### src/rtl/sliding_tile_move_sched.sv
// rtl/sliding_tile_move_sched.sv - two-port move arbiter, FIFO and legality checker for the 3x3 tile datapath
module sliding_tile_move_sched #(
   parameter int         DEPTH       = 4,
   parameter int         CNT_W       = 8,
   parameter logic [3:0] RESET_SPACE = 4'b1010
) (
   input  logic             clk,
   input  logic             reset,
   input  logic             req0_val,
   input  logic [1:0]       req0_dir,
   output logic             req0_rdy,
   input  logic             req1_val,
   input  logic [1:0]       req1_dir,
   output logic             req1_rdy,
   input  logic             pause,
   input  logic             solved,
   output logic             mv_en,
   output logic [1:0]       mv_dir,
   output logic [3:0]       space_loc,
   output logic [CNT_W-1:0] move_count,
   output logic             reject,
   output logic             busy
);

   localparam int AW = $clog2(DEPTH);
   localparam logic [AW:0] FULL_FILL = (AW+1)'(DEPTH);

   typedef enum logic {RUN, SOLVED} state_t;

   state_t        state;
   logic [1:0]    fifo_mem [DEPTH];
   logic [AW-1:0] wr_ptr;
   logic [AW-1:0] rd_ptr;
   logic [AW:0]   fill;
   logic          rr;

   logic          open;
   logic          grant0;
   logic          grant1;
   logic          push;
   logic [1:0]    push_dir;
   logic          pop;
   logic [1:0]    head;
   logic          legal;
   logic [3:0]    next_loc;
   logic [1:0]    row;
   logic [1:0]    col;

   // Arbitration: one accept per cycle, round-robin only when both requesters contend
   always_comb begin
      open     = (state == RUN) && !solved && (fill < FULL_FILL);
      grant0   = req0_val && open && (!req1_val || !rr);
      grant1   = req1_val && open && (!req0_val || rr);
      push     = grant0 || grant1;
      push_dir = grant0 ? req0_dir : req1_dir;
      pop      = (state == RUN) && !solved && !pause && (fill != '0);
      req0_rdy = grant0;
      req1_rdy = grant1;
      busy     = (fill != '0);
   end

   // Legality of the head move against the shadow space position, and where the space goes
   always_comb begin
      head     = fifo_mem[rd_ptr];
      row      = space_loc[3:2];
      col      = space_loc[1:0];
      legal    = 1'b0;
      next_loc = space_loc;
      case (head)
         2'b00: begin legal = (col != 2'd0); next_loc = {row, col - 2'd1}; end
         2'b01: begin legal = (col <  2'd2); next_loc = {row, col + 2'd1}; end
         2'b10: begin legal = (row != 2'd0); next_loc = {row - 2'd1, col}; end
         default: begin legal = (row < 2'd2); next_loc = {row + 2'd1, col}; end
      endcase
   end

   // FIFO storage needs no reset; emptiness is tracked by fill
   always_ff @(posedge clk) begin
      if (push) fifo_mem[wr_ptr] <= push_dir;
   end

   // Control state, FIFO pointers, issue strobes and the shadow space/move counter
   always_ff @(posedge clk) begin
      if (reset) begin
         state      <= RUN;
         wr_ptr     <= '0;
         rd_ptr     <= '0;
         fill       <= '0;
         rr         <= 1'b0;
         mv_en      <= 1'b0;
         mv_dir     <= 2'b00;
         reject     <= 1'b0;
         space_loc  <= RESET_SPACE;
         move_count <= '0;
      end else begin
         mv_en  <= 1'b0;
         reject <= 1'b0;
         if (state == RUN && solved) begin
            state  <= SOLVED;
            wr_ptr <= '0;
            rd_ptr <= '0;
            fill   <= '0;
         end else begin
            if (push) wr_ptr <= wr_ptr + 1'b1;
            if (push && req0_val && req1_val) rr <= ~rr;
            if (pop) begin
               rd_ptr <= rd_ptr + 1'b1;
               if (legal) begin
                  mv_en     <= 1'b1;
                  mv_dir    <= head;
                  space_loc <= next_loc;
                  if (move_count != '1) move_count <= move_count + CNT_W'(1);
               end else begin
                  reject <= 1'b1;
               end
            end
            if (push && !pop)      fill <= fill + 1'b1;
            else if (!push && pop) fill <= fill - 1'b1;
         end
      end
   end

endmodule

### config.mk
export PLATFORM = sky130hd
export DESIGN_NAME = sliding_tile_move_sched
export DESIGN_NICKNAME = d
export VERILOG_FILES = /design/src/rtl/sliding_tile_move_sched.sv
export SDC_FILE = /design/constraint.sdc
export NUM_CORES = 1
export LEC_CHECK = 0
export CORE_ASPECT_RATIO = 1.1
export CORE_UTILIZATION = 45
export CTS_CLUSTER_SIZE = 28
export DETAILED_ROUTE_END_ITERATION = 7
export PLACE_DENSITY = 0.68
export SLEW_MARGIN = 20
export SYNTH_ARGS = -nofsm -noshare
export SYNTH_HDL_FRONTEND = slang
export SYNTH_SLANG_ARGS = --single-unit
export TNS_END_PERCENT = 30
### constraint.sdc
create_clock -name clk -period 5.25 [get_ports clk]
set_input_delay 1.575 -clock clk [delete_from_list [all_inputs] [get_ports clk]]
set_output_delay 1.575 -clock clk [all_outputs]
set_load 0.05 [all_outputs]
==> run summary <==
Wire length on met1 -> 1.381 mm
Post-synth ARST share -> 0
Seq/Total Area, Yosys -> 0.4650
Total grt overflow -> 0
Drt via density -> 5.299
Drt total wl -> 3.178 mm
Static Leak -> 0.7527 nW
First-pass GRT wire length -> 5.347 mm
Wire length per cell -> 13.02 µm
Largest net degree at the start of global routing -> 28
Worst-path clk slew -> 0.10 ns
R2r setup slk -> 2.34 ns
Hold depth -> 2
# port buffers -> 28
Die area -> 0.003980 mm²
Initial antenna violation count -> 0
WL met2 -> 1.606 mm
Post-CTS setup buffer count -> 0
Multi-input logic area -> 808.3 µm²
Critical Path Sink Type -> primary output
Worst-path fanout max -> 3
Total GRT Usage -> 0.1850
Post-synth EDFFs -> 8
Avg Cell Area, Syn -> 10.24 µm²
TritonCTS Buffers -> 5
Min-Delay Endpoint -> move_count[5]
Number of global-route vias before repair -> 1,238
Layout area overhead -> 20.42%
Period utilization -> 0.8412
Crit Path Class -> in2out
Met3 wire length -> 126 µm
Status -> finished, final reports clean
PD cells -> 249.6 mW/mm²
Max-cap violations -> 0
DP Area -> 0.001973 mm²
Maximum vdd drop -> 0.1458 mV
IO Pins -> 29
Iteration-0 DRC Markers -> 92
# clock sinks -> 35
Crit path arrival time -> 2.84 ns
Antenna-violating nets left -> 0
Max transition margin -> 0.3697
Clock skew after layout -> 0.006428 ns
Fin nets -> 213
CTS tree -> done
DR vias -> 1,293
Root buffer cell -> clkbuf_4
Finished Cell Area -> 0.002022 mm²
Remaining DRCs -> 0
Period minus WS final -> 4.417 ns
Yosys warnings -> 0
Yosys reg bits -> 35
Detailed Routing Iterations Pass 1 -> 4
Clock latency on the worst-skew pair -> 0.33 ns
Setup_tns -> 0 ns
Antenna Cells -> 0
CTS Buffer Depth -> 2
Post-Syn Instances -> 164
Worst slew pin tran -> 0.9453 ns
Finish-stage setup viols -> 0
R2R depth -> 9
Yosys cell types -> 39
Syn_nets -> 182
Final Hold Fails -> 0
Final Max Slew Viols -> 0
Top sig layer -> met4
Filler Cells Inserted -> 303
Mapped Area -> 0.001679 mm²
RSZ-0062 raised after global routing -> false
Reg area -> 780.7 µm²
Initial Util -> 0.4880
Post-detail-place hpwl -> 2.314 mm
Post-synth top flop -> dfxtp_1
Fraction of layout cells with a size suffix above 1 -> 0.1020
Core area -> 0.003441 mm²
Worst hold path type -> reg2reg
Reg2Reg Capture Point -> move_count[3]
Critical Path RT -> 3.68 ns
# hold bufs at CTS -> 0
Worst Setup Start Kind -> input port
Die W -> 60.24 µm
Die Ht -> 66.07 µm
CTS resizes -> 0
CTS H-tree lvls -> 2
Num rows -> 22
Gp weighted congestion -> 0.7580
Crit path from -> solved
Max frequency -> 226.4 MHz
Min-delay src -> move_count[5]
==> cell type report <==
type	count	area share
Inverter	13	0.02413
Clock inverter	2	0.003713
Multi-Input combinational cell	112	0.3998
Clock buffer	6	0.02042
Sequential cell	35	0.3861
Tap cell	48	0.02970
Timing Repair Buffer	28	0.1361
==> logic make-up after synthesis <==
family / Yosys count / synth area share
AND/OR/NAND/NOR: 53 / 0.1647
multiplexers: 11 / 0.08569
flip-flops: 35 / 0.4650
AO/OA/AOI/OAI: 32 / 0.1252
XOR/XNOR: 8 / 0.04173
buffers and inverters: 17 / 0.05365
adder cells (fa/ha/maj): 8 / 0.06408
==> cell usage after synthesis, drive strengths merged, types with 5 or more instances <==
| cell type | instances | area, µm² |
|---|---|---|
| nand3 | 7 | 35.03 |
| dfxtp | 27 | 540.5 |
| nand2 | 6 | 22.52 |
| nor2 | 16 | 60.06 |
| xnor2 | 5 | 43.79 |
| or3 | 6 | 40.03 |
| inv | 13 | 48.80 |
| ha | 7 | 87.58 |
| edfxtp | 8 | 240.2 |
| o21ai | 9 | 48.79 |
| a21oi | 12 | 63.81 |
| mux2i | 5 | 50.05 |
==> report_power, final <==
part | total (mW) | switching (mW) | leakage (nW) | internal (mW)
logic | 0.0796 | 0.0466 | 0.434 | 0.0329
registers | 0.289 | 0.00568 | 0.291 | 0.283
clock network | 0.136 | 0.0865 | 0.0273 | 0.0496
==> metal layers <==
metal	GRT usage	vias to the layer above
li1	-	647
met1	0.2054	609
met2	0.3242	29
met3	0.04305	8
met4	0.08721	0
met5	0	-
==> sequential cells by signal, indices dropped and copies added, names as in the netlist, named ones only <==
signal / count
move_count: 8
reject: 1
fifo_mem: 8
rd_ptr: 2
mv_dir: 2
fill: 3
rr: 1
space_loc: 4
mv_en: 1
wr_ptr: 2
state: 1
==> how the worst max path moves through the flow <==
stage | endpoint | slack (ns) | depth (start not counted)
after floorplan | fill[2] | 0.90 | 11
after global placement | req0_rdy | 0.87 | 5
after detailed placement | req1_rdy | 0.82 | 5
after CTS | req1_rdy | 0.81 | 5
after global routing | req1_rdy | 0.74 | 5
final | req1_rdy | 0.83 | 5
==> per-stage QoR <==
step / instances / power [mW] / utilization / worst slack (ns) / hold WS (ns)
after global routing: 244 / 0.5297 / 0.5876 / 0.7426 / 0.5410
after floorplan: 164 / 0.3504 / - / 0.8993 / 0.4668
after CTS: 244 / 0.5074 / 0.5876 / 0.8112 / 0.5055
final: 244 / 0.5046 / 0.5876 / 0.8335 / 0.5005
after global placement: 236 / 0.3714 / 0.5735 / 0.8677 / 0.4743
after detailed placement: 236 / 0.3747 / 0.5735 / 0.8228 / 0.4902
==> worst max-delay path, stage by stage <==
cell and delay [ns]:
clkdlybuf4s50_1 0.45, nor3_1 0.29, nand2_1 0.10, a21oi_1 0.19, buf_4 0.23
==> layout by cell type (no fill, tap or decap), drive strengths merged, types with 7 or more instances in the layout <==
| cell type | synthesis | final |
|---|---|---|
| a21oi | 12 | 12 |
| clkdlybuf4s50 | 0 | 26 |
| dfxtp | 27 | 27 |
| edfxtp | 8 | 8 |
| ha | 7 | 7 |
| inv | 13 | 13 |
| nand3 | 7 | 7 |
| nor2 | 16 | 16 |
| o21ai | 9 | 9 |
No activity file was read; power rests on OpenSTA's default activity.
